==> config.mk <==
export PLATFORM = sky130hd
export DESIGN_NAME = data_path_param
export DESIGN_NICKNAME = d
export VERILOG_FILES = /design/src/rtl/data_path_param.sv
export SDC_FILE = /design/constraint.sdc
export NUM_CORES = 1
export LEC_CHECK = 0
export BUFFER_PORTS_ARGS = -buffer_cell sky130_fd_sc_hd__buf_2
export CAP_MARGIN = 5
export CORE_MARGIN = 3
export CORE_UTILIZATION = 52
export DETAILED_ROUTE_END_ITERATION = 6
export PLACE_DENSITY = 0.77
export SYNTH_ARGS = -nofsm -noshare
export SYNTH_HDL_FRONTEND = slang
export SYNTH_SLANG_ARGS = --single-unit
==> constraint.sdc <==
create_clock -name clock -period 4.2 [get_ports clock]
set_clock_uncertainty 0.1 [all_clocks]
set_input_delay 0.63 -clock clock [delete_from_list [all_inputs] [get_ports clock]]
set_output_delay 0.63 -clock clock [all_outputs]
set_load 0.05 [all_outputs]
==> src/rtl/data_path_param.sv <==
// data_path_param
// Parametrised SMP datapath: DR/TR/AC and the ALU are DW bits wide, AR/PC/IR
// and the internal bus are AW (= 2*DW) bits wide, with NREG general registers.
// A single encoded multiplexer drives the bus. Memory is reached through a
// req/ack port with a timeout.
//
// Ports
//   clock, reset            rising-edge clock, async active-high reset
//   bus_sel                 bus source: 0 zero, 1 MBR, 2 PC, 3 {DR,TR},
//                           4 DR, 5 TR, 6 R[rsel], 7 AC
//   AR/PC/DR/TR/IR/R/AC/F   load and increment strobes from the control unit
//   rsel                    general register index (read and write)
//   alu_op                  0 ADD 1 SUB 2 INC 3 CLR 4 AND 5 OR 6 XOR 7 NOT
//   mem_start, mem_wr       start an access (pulse), direction
//   mem_req/we/addr/wdata   request side of the memory port
//   mem_rdata, mem_ack      response side of the memory port
//   mem_busy, mem_err       access in progress, sticky timeout flag
//   PCout, IRout, ACoutput, Rout, z, n, c   architectural state views
//   dbg_state               memory FSM state (0 IDLE, 1 REQ, 2 DONE)
//
// Memory handshake: mem_req is high only in REQ. The memory answers with a
// single-cycle mem_ack while mem_req is high; mem_rdata is sampled with it.
// mem_addr and mem_we are stable for the whole time mem_req is high.
module data_path_param #(
  parameter int DW   = 8,
  parameter int AW   = 16,
  parameter int NREG = 4,
  parameter int TMO  = 15
) (
  input  logic                      clock,
  input  logic                      reset,
  input  logic [2:0]                bus_sel,
  input  logic                      ARload,
  input  logic                      ARinc,
  input  logic                      PCload,
  input  logic                      PCinc,
  input  logic                      DRload,
  input  logic                      TRload,
  input  logic                      IRload,
  input  logic                      Rload,
  input  logic                      ACload,
  input  logic                      Fload,
  input  logic [$clog2(NREG)-1:0]   rsel,
  input  logic [2:0]                alu_op,
  input  logic                      mem_start,
  input  logic                      mem_wr,
  output logic                      mem_req,
  output logic                      mem_we,
  output logic [AW-1:0]             mem_addr,
  output logic [DW-1:0]             mem_wdata,
  input  logic [DW-1:0]             mem_rdata,
  input  logic                      mem_ack,
  output logic                      mem_busy,
  output logic                      mem_err,
  output logic [AW-1:0]             PCout,
  output logic [AW-1:0]             IRout,
  output logic [DW-1:0]             ACoutput,
  output logic [DW-1:0]             Rout,
  output logic                      z,
  output logic                      n,
  output logic                      c,
  output logic [1:0]                dbg_state
);

  localparam int RSW = $clog2(NREG);
  localparam int CW  = 8;

  if (AW != 2 * DW) begin : g_bad_aw
    $error("data_path_param: AW must equal 2*DW");
  end
  if ((NREG < 2) || ((NREG & (NREG - 1)) != 0)) begin : g_bad_nreg
    $error("data_path_param: NREG must be a power of two >= 2");
  end
  if ((TMO < 1) || (TMO > 255)) begin : g_bad_tmo
    $error("data_path_param: TMO must be in 1..255");
  end

  typedef enum logic [1:0] {S_IDLE = 2'd0, S_REQ = 2'd1, S_DONE = 2'd2} mem_state_t;

  logic [AW-1:0] r_ar, r_pc, r_ir;
  logic [DW-1:0] r_dr, r_tr, r_ac, r_mbr, r_wdata;
  logic [DW-1:0] r_regs [NREG];
  logic          r_z, r_n, r_c, r_err, r_we;
  logic [CW-1:0] r_cnt;
  mem_state_t    r_state;

  logic [AW-1:0] w_bus;
  logic [DW-1:0] w_b, w_alu;
  logic [DW:0]   w_sum;
  logic          w_carry;
  mem_state_t    w_state_nx;
  logic [CW-1:0] w_cnt_nx;
  logic          w_capture, w_mbr_ld, w_err_set, w_busy;

  // Bus multiplexer
  always_comb begin
    w_bus = '0;
    case (bus_sel)
      3'd1:    w_bus = AW'(r_mbr);
      3'd2:    w_bus = r_pc;
      3'd3:    w_bus = {r_dr, r_tr};
      3'd4:    w_bus = AW'(r_dr);
      3'd5:    w_bus = AW'(r_tr);
      3'd6:    w_bus = AW'(r_regs[rsel]);
      3'd7:    w_bus = AW'(r_ac);
      default: w_bus = '0;
    endcase
  end

  assign w_b = w_bus[DW-1:0];

  // ALU: A = AC, B = low half of the bus. For SUB the carry flag is a borrow.
  always_comb begin
    w_alu   = '0;
    w_carry = 1'b0;
    w_sum   = '0;
    case (alu_op)
      3'd0: begin
        w_sum   = {1'b0, r_ac} + {1'b0, w_b};
        w_alu   = w_sum[DW-1:0];
        w_carry = w_sum[DW];
      end
      3'd1: begin
        w_alu   = r_ac - w_b;
        w_carry = (r_ac < w_b);
      end
      3'd2: begin
        w_sum   = {1'b0, r_ac} + (DW+1)'(1);
        w_alu   = w_sum[DW-1:0];
        w_carry = w_sum[DW];
      end
      3'd4:    w_alu = r_ac & w_b;
      3'd5:    w_alu = r_ac | w_b;
      3'd6:    w_alu = r_ac ^ w_b;
      3'd7:    w_alu = ~r_ac;
      default: w_alu = '0;
    endcase
  end

  // Memory FSM next state
  always_comb begin
    w_state_nx = r_state;
    w_cnt_nx   = r_cnt;
    w_capture  = 1'b0;
    w_mbr_ld   = 1'b0;
    w_err_set  = 1'b0;
    case (r_state)
      S_IDLE: begin
        if (mem_start) begin
          w_state_nx = S_REQ;
          w_cnt_nx   = '0;
          w_capture  = 1'b1;
        end
      end
      S_REQ: begin
        if (mem_ack) begin
          w_state_nx = S_DONE;
          w_mbr_ld   = ~r_we;
        end else if (r_cnt == CW'(TMO - 1)) begin
          w_state_nx = S_IDLE;
          w_err_set  = 1'b1;
        end else begin
          w_cnt_nx = r_cnt + CW'(1);
        end
      end
      S_DONE:  w_state_nx = S_IDLE;
      default: w_state_nx = S_IDLE;
    endcase
  end

  assign w_busy = (r_state != S_IDLE);

  always_ff @(posedge clock or posedge reset) begin
    if (reset) begin
      r_state <= S_IDLE;
      r_cnt   <= '0;
      r_ar    <= '0;
      r_pc    <= '0;
      r_ir    <= '0;
      r_dr    <= '0;
      r_tr    <= '0;
      r_ac    <= '0;
      r_mbr   <= '0;
      r_wdata <= '0;
      r_we    <= 1'b0;
      r_err   <= 1'b0;
      r_z     <= 1'b0;
      r_n     <= 1'b0;
      r_c     <= 1'b0;
      for (int i = 0; i < NREG; i++) r_regs[i] <= '0;
    end else begin
      r_state <= w_state_nx;
      r_cnt   <= w_cnt_nx;
      if (w_capture) begin
        r_we    <= mem_wr;
        r_wdata <= w_b;
      end
      if (w_mbr_ld)  r_mbr <= mem_rdata;
      if (w_err_set) r_err <= 1'b1;
      // AR is frozen during an access so the address cannot move under a request
      if (!w_busy) begin
        if (ARload)     r_ar <= w_bus;
        else if (ARinc) r_ar <= r_ar + AW'(1);
      end
      if (PCload)     r_pc <= w_bus;
      else if (PCinc) r_pc <= r_pc + AW'(1);
      if (DRload) r_dr <= w_b;
      if (TRload) r_tr <= r_dr;
      if (IRload) r_ir <= AW'(r_dr);
      if (Rload)  r_regs[rsel] <= w_b;
      if (ACload) r_ac <= w_alu;
      if (Fload) begin
        r_z <= (w_alu == '0);
        r_n <= w_alu[DW-1];
        r_c <= w_carry;
      end
    end
  end

  assign mem_req   = (r_state == S_REQ);
  assign mem_we    = r_we & mem_req;
  assign mem_addr  = r_ar;
  assign mem_wdata = r_wdata;
  assign mem_busy  = w_busy;
  assign mem_err   = r_err;
  assign PCout     = r_pc;
  assign IRout     = r_ir;
  assign ACoutput  = r_ac;
  assign Rout      = r_regs[rsel];
  assign z         = r_z;
  assign n         = r_n;
  assign c         = r_c;
  assign dbg_state = r_state;

  logic [RSW-1:0] w_unused_rsw;
  assign w_unused_rsw = rsel;

endmodule

# Word-level counts from Yosys, hierarchy flattened
# Index checks and enable logic that the tools add are counted.
# word_totals
register_bits,127
elab_cells,94
# op_classes
add_sub_neg,6
n_lt_le_gt_ge,3
eq_ne,19
mux,28
n_bitwise,8
n_reduce_logical,11
# ops
operator,n
one-hot mux 16 bit (7 select lines),1
two-way mux 16 bit,4
one-hot mux 8 bit (7 select lines),1
two-way mux 8 bit,6
"adder 16 x 1 -> 16 bit, second input constant",2
bitwise mux 32 bit,1
"equality test 3 bit, second input constant",8
binary-select mux 8 bit (select 2 bit),1
demux 8 bit (select 2 bit),1
one-hot mux 8 bit (2 select lines),1
"adder 8 x 1 -> 9 bit, second input constant",1
adder 8 x 8 -> 9 bit,1
"equality test 3 x 2 -> 1 bit, second input constant",3
"adder 8 x 1 -> 8 bit, second input constant",1
bitwise AND 8 bit,1
"equality test 8 x 4 -> 1 bit, second input constant",1
zero test 8 bit,1
less-than comparator 8 bit,1
inverter 8 bit,1
OR 8 bit,1
nonzero test 2 bit,4
subtractor 8 bit,1
XOR 8 bit,1
two-way mux 1 bit,7
17 further kinds,24

# Logic depth before layout (Yosys ltp)
# Gate-level depths: netlist of the first run.
# logic_depth
ltp_word,8
ltp_mapped,17
ltp_nobuf,15

# Least setup slack after synthesis of the first run
# No wires, ideal clock.
# synth_path
kind,input-to-reg
startpoint,in rsel[1]
endpoint,"reg r_z, in the netlist z"
setup_ns,0.104
t_arrival_ns,3.681
required_time_ns,3.996
setup_slack_ns,0.316
cell_stages,11
cell_sequence,mux4_1 -> a221oi_4 -> inv_1 -> ha_1 -> fa_1 -> mux2_2 -> a221oi_1 -> a21oi_1 -> nor2_1 -> nand4_1 -> o41ai_2
# synth_between
elab_chain_cells,8
word_cells_on_any_way,12
# synth_lines
element,line_no,source
from (decl),43,"input logic [$clog2(NREG)-1:0] rsel,"
inverter 2 -> 3 bit (implied by the code) *,104,3'd6: w_bus = AW'(r_regs[rsel]);
binary-select mux 8 bit (select 2 bit) *,104,
two-way mux 8 bit (implied by the code) * (2 in series),104,
one-hot mux 16 bit (7 select lines) *,98,case (bus_sel)
via w_bus[0],87,logic [AW-1:0] w_bus;
"subtractor 8 bit, or another cell as far along",124,w_alu = r_ac - w_b;
one-hot mux 8 bit (7 select lines) *,117,case (alu_op)
zero test 8 bit *,213,r_z <= (w_alu == '0);
to (signal assigned),213,
to (decl),83,"logic r_z, r_n, r_c, r_err, r_we;"
# The timed path passes the listed nets; every way through them passes the cells marked *. The select of a mux whose other input is x is not followed.
# A chain may end at the register's enable or synchronous reset.

# Worst setup path in the final report of the first run
# layout_path
startpoint,in rsel[0]
endpoint,"reg r_z, in the netlist z"
# Same word-level chain as after synthesis.

==> results of run 1 <==
[placed cells by master, fill, tap and decap left out, types with 7 or more instances in the layout]
master,instances
nor3_1,8
conb_1,8
nand4_1,7
ha_1,30
a221oi_4,7
inv_1,28
and3_1,10
a21oi_1,61
a221oi_1,14
mux2i_1,7
mux2_2,37
xnor2_1,20
dfrtp_1,127
nand2_1,58
xor2_1,15
nand3_1,30
buf_4,24
o21ai_0,51
nor2_1,91
buf_2,103
clkbuf_16,17
mux4_2,10
[logic make-up (layout without fill, tap and decap cells)]
group                      after synthesis  count (layout)  synth area share
AOI/OAI and AO/OA                      192             192            0.1765
muxes                                   62              62            0.1155
buffers and inverters                   86             194           0.05159
xor gates and xnor gates                35              35           0.04038
adders and majority gates               32              32           0.05472
and+or+nand+nor                        237             237            0.1421
DFF                                    127             127            0.4187
other                                    1               8         0.0004940
[path summary, 6_finish.rpt]
kind                       cells after the start  slack, ns              startpoint                endpoint
setup / recovery                              11       0.53                 rsel[0]           z$_DFFE_PP0P_
hold / removal                                 2       0.30                   reset    IRout[7]$_DFFE_PP0P_
setup reg to reg                              11       0.69   r_regs[8]$_DFFE_PP0P_           z$_DFFE_PP0P_
hold reg to reg                                2       0.37  r_regs[19]$_DFFE_PP0P_  r_regs[19]$_DFFE_PP0P_
max in group asynchronous                      3       2.76                   reset   r_regs[0]$_DFFE_PP0P_
min in group clock                             2       0.32                 mem_ack     mem_err$_DFFE_PP0P_
[flip-flops by register name, indices dropped and copies added, names as in the netlist]
signal,count
c,1
mem_wdata,8
r_mbr,8
n,1
z,1
IRout,8
mem_err,1
r_we,1
r_dr,8
ACoutput,8
r_regs,32
r_tr,8
mem_addr,16
r_cnt,8
dbg_state,2
PCout,16
[metrics by stage]
step / hold slack (ns) / power, uW / cell area [sq um]
after floorplan: 0.3416 / 3799 / 7617
after global placement: 0.3470 / 4464 / 8280
after detailed placement: 0.3604 / 4503 / 8280
after CTS: 0.3120 / 6125 / 8925
after global routing: 0.3381 / 6424 / 8925
final: 0.2970 / 6122 / 8925
[layer usage]
layer	track usage	vias to the layer above
li1	-	2949
met3	0.06695	50
met2	0.4038	326
met1	0.3460	3102
met4	0.09968	0
met5	0	-
[report_power, final]
| group | switching [uW] | internal, uW |
|---|---|---|
| Sequential | 347 | 1560 |
| Combinational | 1760 | 862 |
| Clock | 570 | 1020 |
[final cells by class]
class,instances,area [sq um]
clock buffers,18,439.2
repair buffers,127,695.7
well taps,180,225.2
clock inverters,14,205.2
inverters,35,133.9
fillers,1153,5171
flip-flops and latches,127,3178
multi-input cells,566,4048
==> metrics.md, run 1 <==
| Metric | Value |
|---|---|
| Placed Cells incl. Taps | `1,035` |
| Critical-path maximum fanout | `12` |
| WP data arrival | `3.89 ns` |
| Synth Instances | `772` |
| Sequential fraction of the synthesis area | `0.4187` |
| CTS tree | `built` |
| Synth async-reset ratio | `1.000` |
| H-Tree Level Count | `4` |
| TritonRoute pass-1 iters | `6` |
| # clock sinks | `127` |
| Placer Congestion | `0.9179` |
| Crit-path cells | `buf_2, mux4_1, a221oi_4, buf_4, inv_2, ha_1, mux4_1, a22o_1, a21oi_1, nand4_1, o41ai_2` |
| Full die area | `16,080 sq um` |
| Area leader, netlist | `dfrtp_1` |
| Routed Antenna Nets | `0` |
| Least-Margin Pin Slew | `1.052 ns` |
| Clock insertion delay at the later pin of the skew report | `0.42 ns` |
| MaxCap Viol Count | `0` |
| Dominant cells by area after synthesis | `dfrtp_1 42%, mux2_2 5.5%, ha_1 4.9%` |
| Setup violations, final | `0` |
| Worst Setup End Kind | `flop` |
| Worst Hold Class | `input pin to asynchronous set/reset pin` |
| Crit path buf inv count | `3` |
| Dpl ws | `~0.095 ns` |
| Tmin final | `3.674 ns` |
| Top cells by count, synth | `127 x dfrtp_1, 91 x nor2_1, 61 x a21oi_1` |
| CORE AREA | `14,100 sq um` |
| Largest net degree at the start of global routing | `68` |
| Synth Flop Type | `dfrtp_1` |
| Routed WL | `~21,000 um` |
| Cts bufs inserted | `17` |
| Family with the most delay on the worst path | `multiplexers` |
| CTS root buf | `clkbuf_16` |
| RSZ-0062 raised after global routing | `no` |
| Post-route insts no fill | `1,067` |
| Port Buf Inserts | `approximately 100` |
| First-pass GRT wire length | `roughly 33,000 um` |
| Wire per inst | `~19 um` |
| Slew HR | `0.2975` |
| Met2 WL post-DR | `9725 um` |
| Share of layout cells above drive strength 1 | `0.2582` |
| Post-CTS sizing | `0` |
| Setup CP Type | `input pin to flop` |
| Slowest stage cell, crit path | `mux4_1` |
| Final Max Tran Viols | `0` |
| Peak VDD IR | `0.4768 mV` |
| Synth-to-layout area growth | `17.57%` |
| Avg Cell Area, Syn | `9.833 sq um` |
| Yosys top cell area share | `0.4187` |
| Cell mode on critical path | `mux4_1` |
| Residual overflow from global routing | `0` |
| Pleak | `0.004030 uW` |
| Max Clk Rate | `272.2 MHz` |
| Clock buffer depth | `2` |
| CP peak stage delay | `0.72 ns` |
| WL met1 | `8498 um` |
| Die H | `126.8 um` |
| Setup TNS | `0 ns` |
| Reg clk slew, reported paths | `0.06 ns` |
| Nets@finish | `around 940` |
| Post-synthesis register bit count | `127` |
| Final setup margin | `0.5262 ns` |
| Post-layout util | `0.6331` |
| Post-CTS setup buffers | `0` |
| Die X | `126.8 um` |
| Kind of start point of the critical path | `input pin` |
| Post-synth EDFFs | `0` |
| FP Rows | `43` |
| Detailed-route via count | `approximately 6,400` |
| Routed vias/inst | `6.023` |
| Most common cell in the netlist | `dfrtp_1` |
| Drc violations | `0` |
| Netlist cell types | `between 60 and 70` |
| Antenna cell count | `0` |
| Vias in the first global route | `6,116` |
| Required time of the critical path | `4.42 ns` |
| Post-synthesis cell area | `about 7600 sq um` |
| I/O pins | `112` |
| Part of the cycle the worst path needs | `0.8747` |
| DP HPWL | `14,470 um` |
| Synth warnings | `0` |
| Drt initial violations | `619` |
| Hold Vio Cnt, Final | `0` |
| Status | `finished, final reports clean` |
| Global-route usage over all layers | `0.2580` |
| Power per cell area | `686.0 nW/um^2` |
| DR top layer | `met4` |
| Starting Density | `0.5385` |
| Met3 wire length | `1809 um` |
| Post-CTS Hold Fix Bufs | `0` |
| Initial antenna violation count | `0` |
(Power assumes the default switching activity.)
==> run 2, diff against run 1 <==
- CORE_ASPECT_RATIO: not set -> 0.7
- SLEW_MARGIN: not set -> 20
==> metrics.md, run 2 (synthesized netlist as in run 1, its figures left out) <==
| Metric | Value |
|---|---|
| Drt initial violations | `525 (-15%)` |
| Die X | `150.4 um (+19%)` |
| Starting Density | `0.5384 (about the same)` |
| MaxCap Viol Count | `0 (unchanged)` |
| Final setup margin | `0.4845 ns (-0.04171 ns)` |
| H-Tree Level Count | `4 (unchanged)` |
| Slew HR | `0.2569 (-0.04065)` |
| Post-CTS setup buffers | `0 (unchanged)` |
| Family with the most delay on the worst path | `compound AO/OA/AOI/OAI gates` |
| Setup violations, final | `0 (unchanged)` |
| I/O pins | `112 (unchanged)` |
| Post-CTS sizing | `0 (unchanged)` |
| CORE AREA | `14,100 sq um (about the same)` |
| RR Startpoint | `r_regs[8]$_DFFE_PP0P_` |
| Pleak | `0.004001 uW (-0.72%)` |
| FP Rows | `36 (-16%)` |
| Net Switching | `2717 uW (+1.4%)` |
| Initial antenna violation count | `0 (unchanged)` |
| Clock insertion delay at the later pin of the skew report | `0.41 ns (about the same)` |
| Slowest stage cell, crit path | `nor2b_1` |
| Critical-path maximum fanout | `9 (-3)` |
| Nets@finish | `935 (-0.21%)` |
| Status | `finished, final reports clean` |
| Combinational share of power | `0.438 (+0.009)` |
| DP HPWL | `15,050 um (+4.0%)` |
| Reg clk slew, reported paths | `0.06 ns (about the same)` |
| Hold Vio Cnt, Final | `0 (unchanged)` |
| Peak VDD IR | `0.6007 mV (+26%)` |
| Crit path launch | `bus_sel[2]` |
| R2R cell count | `10 (-1)` |
| Hold WS | `0.2534 ns (-0.04360 ns)` |
| Most frequent cells in the layout | `127 x dfrtp_1, 103 x buf_2, 91 x nor2_1` |
| Crit path buf inv count | `3 (unchanged)` |
| Part of the cycle the worst path needs | `0.8846 (+0.009930)` |
| Placer Congestion | `0.9774 (+6.5%)` |
| Flop-to-flop setup slack | `0.63 ns (-0.06 ns)` |
| Crit-path cells | `buf_2, nor2b_1, a221oi_1, nor2_1, a221oi_4, inv_1, ha_1, inv_1, fa_1, nor2b_1, o211ai_1, a31o_2, o21ai_1, xnor2_1, a21o_1, mux2_2` |
| Clock group share of total power | `0.246 (-0.013)` |
| Final Max Tran Viols | `0 (unchanged)` |
| Required time of the critical path | `4.39 ns (-0.03 ns)` |
| Antenna cell count | `0 (unchanged)` |
| RSZ-0062 raised after global routing | `no` |
| Global-route usage over all layers | `0.2653 (+0.007267)` |
| Least-Margin Pin Slew | `1.112 ns (+0.06084 ns)` |
| # clock sinks | `127 (unchanged)` |
| Kind of start point of the critical path | `input pin` |
| Routed WL | `20,780 um (+0.72%)` |
| Post-CTS Hold Fix Bufs | `0 (unchanged)` |
| Design Power | `6066 uW (-0.91%)` |
| Critical path destination | `ACoutput[6]$_DFFE_PP0P_` |
| Cts bufs inserted | `17 (unchanged)` |
| Worst Setup End Kind | `flop` |
| Most common cell after layout, fill and taps aside | `dfrtp_1` |
| Setup CP Type | `input pin to flop` |
| Drc violations | `0 (unchanged)` |
| Net Sw Frac | `0.4479 (+0.01033)` |
| WP depth | `16 (+5)` |
| Dpl ws | `0.1919 ns (+0.09681 ns)` |
| Final instance area | `8890 sq um (-0.39%)` |
| TritonRoute pass-1 iters | `5 (-1)` |
| First-pass GRT wire length | `33,260 um (+1.6%)` |
| Vias in the first global route | `6,023 (-1.5%)` |
| Reg with most FFs | `r_regs` |
| WP data arrival | `3.91 ns (+0.02 ns)` |
| Wire per inst | `19.33 um (about the same)` |
| Die H | `107.1 um (-16%)` |
| Full die area | `16,110 sq um (+0.15%)` |
| Residual overflow from global routing | `0 (unchanged)` |
| Share of layout cells above drive strength 1 | `0.2565 (-0.001676)` |
| Dpl cell area | `8290 sq um (+0.12%)` |
| Power per cell area | `682.4 nW/um^2 (-0.52%)` |
| CTS tree | `built` |
| Port Buf Inserts | `103 (unchanged)` |
| CP peak stage delay | `0.52 ns (-0.20 ns)` |
| Max Clk Rate | `269.1 MHz (-1.1%)` |
| Tmin final | `3.715 ns (+0.04171 ns)` |
| Worst Hold Class | `input pin to asynchronous set/reset pin` |
| CTS root buf | `clkbuf_16` |
| Reg2reg end | `z$_DFFE_PP0P_` |
| Internal power | `3349 uW (-2.7%)` |
| Number of flip-flops in the largest register | `32 (unchanged)` |
| Detailed-route via count | `6,376 (-0.79%)` |
| Routed vias/inst | `5.931 (-1.5%)` |
| Setup TNS | `0 ns (unchanged)` |
| Routed Antenna Nets | `0 (unchanged)` |
| Sequential Power Share | `0.316 (+0.004)` |
| Clock buffer depth | `2 (unchanged)` |
| Largest net degree at the start of global routing | `71 (+4.4%)` |
| Synth-to-layout area growth | `17.11%` |
[run 2: changes by cell type in the layout (fill, tap and decap cells not counted), sizes merged]
cell,previous run,this run
clkinv,4,3
buf,127,125
clkbuf,18,20
inv,37,36
bufinv,4,2
clkinvlp,4,6
[run 2: worst register-to-register path: stages (launching register included)]
cell and delay, ns:
dfrtp_1 0.38, mux4_1 0.65, a221oi_4 0.35, inv_1 0.14, ha_1 0.27, fa_1 0.39
o21ai_0 0.28, xnor2_1 0.10, a221oi_1 0.40, nand4_1 0.19, o41ai_2 0.23
[run 2: cell type report]
cell class                 instances  area (sq um)
clock buffer                      20         466.7
clock inverter                    12         132.6
fill                            1156          5209
inverter                          35         133.9
multi-input combinational        566          4048
sequential                       127          3178
tap                              190         237.7
timing repair buffer             125         693.2
[run 2: how the worst min path moves through the flow]
stage / to / cells past startpoint / start
finish: r_we$_DFFE_PP0P_ / 2 / reset
global route: r_we$_DFFE_PP0P_ / 2 / reset
CTS: dbg_state[0]$_DFFE_PP0P_ / 2 / reset
detailed placement: r_regs[5]$_DFFE_PP0P_ / 2 / r_regs[5]$_DFFE_PP0P_
global placement: r_regs[21]$_DFFE_PP0P_ / 2 / r_regs[21]$_DFFE_PP0P_
floorplan: r_regs[19]$_DFFE_PP0P_ / 2 / r_regs[19]$_DFFE_PP0P_
[run 2: per-layer routing]
metal / GRT usage / wire [um]
met4: 0.06527 / 295
met5: 0 / 0
met1: 0.4102 / 9775
met3: 0.08196 / 2200
met2: 0.3591 / 8504
[run 2: metrics by stage]
| stage | cells | util |
|---|---|---|
| 4_1_cts | 1075 | 0.6305 |
| 6_report | 1075 | 0.6305 |
| 2_1_floorplan | 779 | - |
| 3_3_place_gp | 1043 | 0.5880 |
| 3_5_place_dp | 1043 | 0.5880 |
| 5_1_grt | 1075 | 0.6305 |
[run 2: power by group through the flow]
stage               combinational (uW)  clock, uW  sequential (uW)
global route                      2850       1560             1960
finish                            2660       1490             1920
global placement                  2590          0             1910
detailed placement                2620          0             1920
CTS                               2640       1510             1910
floorplan                         1340          0             2460
